### config.mk
export PLATFORM = sky130hd
export DESIGN_NAME = resp_tx_sequencer
export DESIGN_NICKNAME = d
export VERILOG_FILES = /design/src/rtl/resp_tx_sequencer.sv
export SDC_FILE = /design/constraint.sdc
export NUM_CORES = 1
export LEC_CHECK = 0
export BUFFER_PORTS_ARGS = -buffer_cell sky130_fd_sc_hd__buf_4
export CAP_MARGIN = 5
export CELL_PAD_IN_SITES_DETAIL_PLACEMENT = 0
export CELL_PAD_IN_SITES_GLOBAL_PLACEMENT = 1
export CORE_UTILIZATION = 44
export DETAILED_ROUTE_END_ITERATION = 7
export PLACE_DENSITY_LB_ADDON = 0.1
export SLEW_MARGIN = 20
export SYNTH_ARGS = -nofsm -noshare
export SYNTH_HDL_FRONTEND = slang
export SYNTH_SLANG_ARGS = --single-unit
### constraint.sdc
create_clock -name clk -period 2.5 [get_ports clk]
set_input_delay 0.25 -clock clk [delete_from_list [all_inputs] [get_ports clk]]
set_output_delay 0.25 -clock clk [all_outputs]
set_load 0.05 [all_outputs]
### src/rtl/resp_tx_sequencer.sv
// Byte sequencer between the sensor scheduler and the UART transmitter.
// Optional RESP_ADDR_ECHO_EN prepends the sensor address to each reply frame.
module resp_tx_sequencer #(
  parameter int GAP_CYCLES = 2,
  parameter int TX_TIMEOUT = 100000
) (
  input  logic       clk,
  input  logic       rst,
  input  logic       en_i,
  input  logic [7:0] response_i,
  input  logic [7:0] data_i,
  input  logic [7:0] address_i,
  output logic       tx_start_o,
  output logic [7:0] tx_data_o,
  input  logic       tx_done_i,
  output logic       done_o,
  output logic       err_o,
  output logic       busy_o
);

  localparam int TO_W  = (TX_TIMEOUT > 1) ? $clog2(TX_TIMEOUT + 1) : 1;
  localparam int GAP_W = (GAP_CYCLES > 0) ? $clog2(GAP_CYCLES + 1) : 1;
  localparam logic [TO_W-1:0]  TO_LAST  = TO_W'((TX_TIMEOUT > 0) ? TX_TIMEOUT - 1 : 0);
  localparam logic [GAP_W-1:0] GAP_LAST = GAP_W'((GAP_CYCLES > 0) ? GAP_CYCLES - 1 : 0);

`ifdef RESP_ADDR_ECHO_EN
  localparam int IDX_W = 2;
  localparam logic [IDX_W-1:0] IDX_LAST = 2'd2;
`else
  localparam int IDX_W = 1;
  localparam logic [IDX_W-1:0] IDX_LAST = 1'b1;
`endif

  localparam logic [1:0] S_IDLE = 2'd0;
  localparam logic [1:0] S_WAIT = 2'd1;
  localparam logic [1:0] S_GAP  = 2'd2;
  localparam logic [1:0] S_DONE = 2'd3;

  logic [1:0]       r_state;
  logic [IDX_W-1:0] r_idx;
  logic [TO_W-1:0]  r_to_cnt;
  logic [GAP_W-1:0] r_gap_cnt;
  logic [7:0]       r_resp;
  logic [7:0]       r_data;
  logic             r_tx_start;
  logic [7:0]       r_tx_data;
  logic             r_done;
  logic             r_err;
  logic             r_busy;
  logic [7:0]       w_first;

`ifdef RESP_ADDR_ECHO_EN
  logic [7:0] r_addr;

  function automatic logic [7:0] sel_byte(input logic [IDX_W-1:0] idx,
                                          input logic [7:0] a, r, d);
    case (idx)
      2'd0:    sel_byte = a;
      2'd1:    sel_byte = r;
      default: sel_byte = d;
    endcase
  endfunction

  assign w_first = address_i;

  always_ff @(posedge clk or posedge rst) begin
    if (rst)
      r_addr <= '0;
    else if (r_state == S_IDLE && en_i)
      r_addr <= address_i;
  end
`else
  logic [7:0] r_addr;
  logic       w_unused_addr;

  function automatic logic [7:0] sel_byte(input logic [IDX_W-1:0] idx,
                                          input logic [7:0] a, r, d);
    sel_byte = idx[0] ? d : r;
    if (a == 8'h00 && 1'b0) sel_byte = a;
  endfunction

  // Two-byte frame: the address has no destination, so it is only folded away.
  assign r_addr        = '0;
  assign w_first       = response_i;
  assign w_unused_addr = ^address_i;
`endif

  always_ff @(posedge clk or posedge rst) begin
    if (rst) begin
      r_state    <= S_IDLE;
      r_idx      <= '0;
      r_to_cnt   <= '0;
      r_gap_cnt  <= '0;
      r_resp     <= '0;
      r_data     <= '0;
      r_tx_start <= 1'b0;
      r_tx_data  <= '0;
      r_done     <= 1'b0;
      r_err      <= 1'b0;
      r_busy     <= 1'b0;
    end else begin
      r_tx_start <= 1'b0;
      r_done     <= 1'b0;
      r_err      <= 1'b0;
      case (r_state)
        S_IDLE: begin
          if (en_i) begin
            r_resp     <= response_i;
            r_data     <= data_i;
            r_idx      <= '0;
            r_to_cnt   <= '0;
            r_tx_start <= 1'b1;
            r_tx_data  <= w_first;
            r_busy     <= 1'b1;
            r_state    <= S_WAIT;
          end
        end
        S_WAIT: begin
          // A done arriving on the expiry cycle still counts as success.
          if (tx_done_i) begin
            if (r_idx == IDX_LAST) begin
              r_done  <= 1'b1;
              r_state <= S_DONE;
            end else if (GAP_CYCLES == 0) begin
              r_idx      <= r_idx + 1'b1;
              r_to_cnt   <= '0;
              r_tx_start <= 1'b1;
              r_tx_data  <= sel_byte(r_idx + 1'b1, r_addr, r_resp, r_data);
            end else begin
              r_idx     <= r_idx + 1'b1;
              r_gap_cnt <= '0;
              r_state   <= S_GAP;
            end
          end else if (r_to_cnt == TO_LAST) begin
            r_done  <= 1'b1;
            r_err   <= 1'b1;
            r_state <= S_DONE;
          end else begin
            r_to_cnt <= r_to_cnt + 1'b1;
          end
        end
        S_GAP: begin
          if (r_gap_cnt == GAP_LAST) begin
            r_to_cnt   <= '0;
            r_tx_start <= 1'b1;
            r_tx_data  <= sel_byte(r_idx, r_addr, r_resp, r_data);
            r_state    <= S_WAIT;
          end else begin
            r_gap_cnt <= r_gap_cnt + 1'b1;
          end
        end
        default: begin
          r_busy  <= 1'b0;
          r_state <= S_IDLE;
        end
      endcase
    end
  end

  assign tx_start_o = r_tx_start;
  assign tx_data_o  = r_tx_data;
  assign done_o     = r_done;
  assign err_o      = r_err;
  assign busy_o     = r_busy;

endmodule
After elaboration in Yosys (flattened, before gate mapping). Index checks and enable logic that the tools add are counted.

Register bits after elaboration: 50. Latch bits: 0. Bits in writable memories: 0. ROM bits: 0. Input bits: 28. Output and inout port bits: 12. Memories: 0.

$add $sub $neg: 3. Multiply operators: 0. Divide/modulo/power cells: 0. $lt $le $gt $ge: 0. Eq/ne operators: 12. Shift-type cells: 0. Mux-type cells: 34. Bitwise gates (word level): 1. Reductions and logical operators: 13.

Operators by type and width (number): $mux 17 (4); $pmux 17 s3 (1); $mux 8 (3); $add 17x1->17 const B (1); $eq 17x17->1 const B (1); $pmux 8 s2 (1); $mux 2 (7); $ne 2x2->1 const B (7); $mux 1 (13); $reduce_and 3->1 (3); $pmux 1 s2 (3); $pmux 2 s3 (1); $reduce_bool 2->1 (3); $reduce_and 5->1 (1); $eq 2x1->1 const B (2); $pmux 2 s2 (1); $reduce_and 2->1 (2); $reduce_and 4->1 (1); $ne 3x3->1 const B (1); $reduce_bool 3->1 (1); $add 2x1->2 const B (1); $eq 2x2->1 const B (1); $logic_not 2->1 (1); $reduce_or 2->1 (1); 2 further kinds (2).

Depth between registers and ports, before layout.
Depth after elaboration: 4. Depth in mapped cells: 8.

Worst setup path after synthesis. Ideal clock, no wire load.

Path kind: flip-flop to flip-flop. Start: register r_state[0]. End: register r_to_cnt[7]. Library setup time: 126 ps. Data arrival time: 1884 ps. Required time: 2374 ps. Path slack: 489 ps. Stages on the path, launching flop included: 8. Buffers on the path: 1. Period minus slack after synthesis: 2011 ps. Cell sequence: dfrtp_1 > inv_1 > ha_1 > nor2b_1 > or3_1 > a2bb2oi_2 > buf_2 > a221o_1.

Longest elaborated chain between the ends: 3. Elaborated cells between the ends (all ways): 10.

RTL lines: from (decl) (RTL line 39) `logic [1:0] r_state;`; from (signal assigned) (RTL line 90) `r_state <= S_IDLE;`; from (signal assigned) (RTL line 115) `r_state <= S_WAIT;`; from (signal assigned) (RTL line 123) `r_state <= S_DONE;`; $eq 2x1->1 (tied with other cells) (RTL line 105) `case (r_state)`; $ne 2x2->1 (no line) / $reduce_bool 3->1 (equally long branches); $reduce_and 5->1 (no line); to (signal assigned) (RTL line 139) `r_to_cnt <= r_to_cnt + 1'b1;`; to (decl) (RTL line 41) `logic [TO_W-1:0] r_to_cnt;`.

Several ways; a longest one is shown, not always the timed one. A chain may end at the register's enable or synchronous reset.

Final worst setup path.
Start: register r_state[0]. End: register r_to_cnt[8].

The elaborated chain is that of the path after synthesis.

==> flow_metrics.py <==
metrics = {
    "logic_synthesis": {
        "syn_nets": 280,
        "syn_area_sq_mm": 0.00259,
        "yosysWarnings": 0,
        "syn_avg_cell_area_sq_um": 10.6,
        "yosys_most_used_dff": "dfrtp_1",
        "synth_cell_type_count": 42,
        "async_flop_share": 1.00,
        "synth_cells": 245,
        "synth.yosys.seq_area_share": 0.482,
        "synth_edf_count": 0,
        "ys_ff_latch": 50,
    },
    "pwr": {
        "irDropWorstVdd_uv": 526,
        "swShare": 0.419,
        "switchingPower_w": 0.00139,
        "p_clk_frac": 0.141,
        "power.density_mw_per_mm2": 1090,
        "leakage_nw": 1.40,
        "p_comb_frac": 0.476,
        "power_w": 0.00332,
        "p_seq_frac": 0.383,
        "p_int_w": 0.00193,
    },
    "die": {
        "die_w_microns": 78.8,
        "die_h_microns": 78.8,
        "io_pins": 40,
        "rows": 27,
        "start_util": 0.463,
        "die_area_sq_mm": 0.00621,
        "core_sq_mm": 0.00561,
    },
    "global_route": {
        "overflow": 0,
        "grt_pass1_vias": 1931,
        "antenna_found_initial": 0,
        "grt_usage": 0.186,
        "grt_max_degree": 30,
        "grt_first_pass_wirelength_microns": 8980,
    },
    "worst_setup_path": {
        "crit_family": "simple AND/OR/NAND/NOR gates",
        "cp_max_fo": 9,
        "timing.rr.start": "r_state[0]",
        "crit_start": "r_state[0]",
        "path_buf_inv": 2,
        "cp_cell_sequence": "inv_1 > ha_1 > nor2b_1 > or3_1 > nor2_2 > buf_4 > a221o_1",
        "cp.arrival_ns": 2.49,
        "slowest_delay_ns": 0.53,
        "required_ns": 2.74,
        "slowest_stage": "or3_1",
        "cp-end-kind": "register",
        "setup.worst_path.class": "register to register",
        "crit_path_start_kind": "register",
    },
    "route": {
        "wl_per_cell_microns": 14.7,
        "wl_met1_microns": 2590,
        "wl_met3_microns": 177,
        "drtIter0Drc": 82,
        "firstDrtPassIters": 4,
        "vias": 1977,
        "highest_layer": "met4",
        "ant_nets": 0,
        "remaining_drc_errors": 0,
        "vias_per_cell": 5.55,
        "drt_wl_total_microns": 5240,
        "wl_met2_microns": 2410,
    },
    "job": {
        "maxCapViolCount": 0,
    },
    "cells_and_area": {
        "nFillCells": 511,
        "area_growth_pct": 17.5,
        "diodes": 0,
        "seqCellArea_sq_mm": 0.00125,
        "multi_input_area_sq_mm": 0.00126,
        "layout-drive-gt1-share": 0.264,
        "num-nets-final": 318,
    },
    "place": {
        "port_buffers": 31,
        "dp_hpwl_microns": 3760,
        "gp_congestion": 0.733,
    },
    "clock_network": {
        "cts_setup_buffers": 0,
        "htree_levels": 2,
        "clk_path_buf_depth": 2,
        "clock_latency_ns": 0.30,
        "cts.sinks": 50,
        "path_clk_slew_ns": 0.09,
        "hold_buffers": 0,
        "post_cts_resize_count": 0,
        "cts_buffers": 5,
        "cts_tree": "yes",
        "root_buffer": "clkbuf_8",
    },
    "status": {
        "status": "finished, final reports clean",
    },
    "timing": {
        "tns_ns": 0,
        "period_minus_slack_ns": 2.25,
        "max-slew-margin-rel": 0.593,
        "hold_viol_final": 0,
        "finalClockSkew_ns": 0.00708,
        "max_clock_freq_ghz": 0.444,
        "fin_crit_sh": 0.901,
        "rsz0062_at_grt": "false",
        "setup_viol": 0,
        "worst_pin_slew_ns": 0.611,
        "finalMaxSlewViolations": 0,
    },
    "hold_path": {
        "hold_class": "input port to async pin",
    },
}
[synthesized netlist by cell type, drive strengths merged, types with 2 or more instances]
| library cell | n | area [sq um] |
|---|---|---|
| ha | 7 | 87.6 |
| and2 | 4 | 25.0 |
| mux2 | 19 | 214 |
| or3 | 2 | 12.5 |
| and3 | 2 | 12.5 |
| dfrtp | 50 | 1250 |
| nand3 | 8 | 40.0 |
| o21ai | 22 | 110 |
| nand2b | 3 | 21.3 |
| a21oi | 5 | 25.0 |
| inv | 6 | 22.5 |
| and4 | 12 | 105 |
| a221o | 12 | 120 |
| nor2 | 11 | 43.8 |
| mux2i | 9 | 90.1 |
| nor2b | 5 | 31.3 |
| nor3 | 2 | 10.0 |
| buf | 6 | 33.8 |
| nor4 | 6 | 37.5 |
| clkbuf | 8 | 30.0 |
| nand2 | 25 | 93.8 |
| nand4 | 6 | 37.5 |
[cell usage in the layout (no fill, tap or decap), types with 4 or more instances in the layout]
master    instances
a21oi_1           5
a221o_1          12
and2_1            4
and4_1           12
buf_4            45
clkbuf_8          5
dfrtp_1          50
ha_1              7
inv_1             5
mux2_2           17
mux2i_1           9
nand2_1          25
nand3_1           8
nand4_1           6
nor2_1           10
nor2b_1           5
nor4_1            6
o21ai_0          22
[area by class of cell]
class | instances | area share
multi-input combinational | 175 | 0.412
clock inverter | 3 | 0.00698
clock buffer | 5 | 0.0226
sequential | 50 | 0.410
timing repair buffer | 45 | 0.111
inverter | 6 | 0.00739
tap | 72 | 0.0295
[cells by family after synthesis]
kind of cell | after synthesis | share of synthesized area
AOI/OAI and AO/OA | 48 | 0.132
xor gates and xnor gates | 1 | 0.00338
adders and majority gates | 7 | 0.0337
buffers and inverters | 20 | 0.0333
DFF | 50 | 0.482
muxes | 28 | 0.117
and+or+nand+nor | 91 | 0.199
[registers in the layout (all words and copies together) (netlist names)]
signal,count
r_state,2
r_resp,8
err_o,1
r_gap_cnt,2
r_data,8
done_o,1
tx_data_o,8
r_idx,1
tx_start_o,1
r_to_cnt,17
busy_o,1
[power by group through the flow]
| stage | Combinational [W] | Clock, W | Sequential [W] |
|---|---|---|---|
| 2_1_floorplan | 0.000912 | 0 | 0.00150 |
| 3_3_place_gp | 0.00157 | 0 | 0.00127 |
| 3_5_place_dp | 0.00160 | 0 | 0.00129 |
| 4_1_cts | 0.00160 | 0.000489 | 0.00127 |
| 5_1_grt | 0.00173 | 0.000514 | 0.00131 |
| 6_report | 0.00158 | 0.000468 | 0.00127 |
[per-stage QoR]
| step | hold slack, ns | utilization | setup WS (ns) | area [sq um] | instances |
|---|---|---|---|---|---|
| 3_5_place_dp | 0.365 | 0.528 | 0.304 | 2960 | 348 |
| 4_1_cts | 0.0257 | 0.544 | 0.273 | 3050 | 356 |
| 6_report | 0.0100 | 0.544 | 0.247 | 3050 | 356 |
| 3_3_place_gp | 0.367 | 0.528 | 0.326 | 2960 | 348 |
| 2_1_floorplan | 0.386 | - | 0.489 | 2590 | 245 |
| 5_1_grt | 0.0585 | 0.544 | 0.156 | 3050 | 356 |
[per-layer routing]
layer | vias to the layer above | global-route usage
met5 | - | 0
met4 | 0 | 0.0741
met3 | 7 | 0.0287
met2 | 30 | 0.295
met1 | 953 | 0.254
li1 | 987 | -
[path summary, 6_finish.rpt]
kind                            cells past startpoint  slack, ns            to
worst max-delay path                                7       0.25   r_to_cnt[8]
worst min-delay path                                2       0.01   r_to_cnt[4]
worst max register to register                      7       0.25   r_to_cnt[8]
worst min register to register                      2       0.49  tx_data_o[1]
max in group asynchronous                           3       1.89  r_gap_cnt[1]
min in group clk                                    2       0.17     r_data[4]
Power figures use the tool's default switching activity.
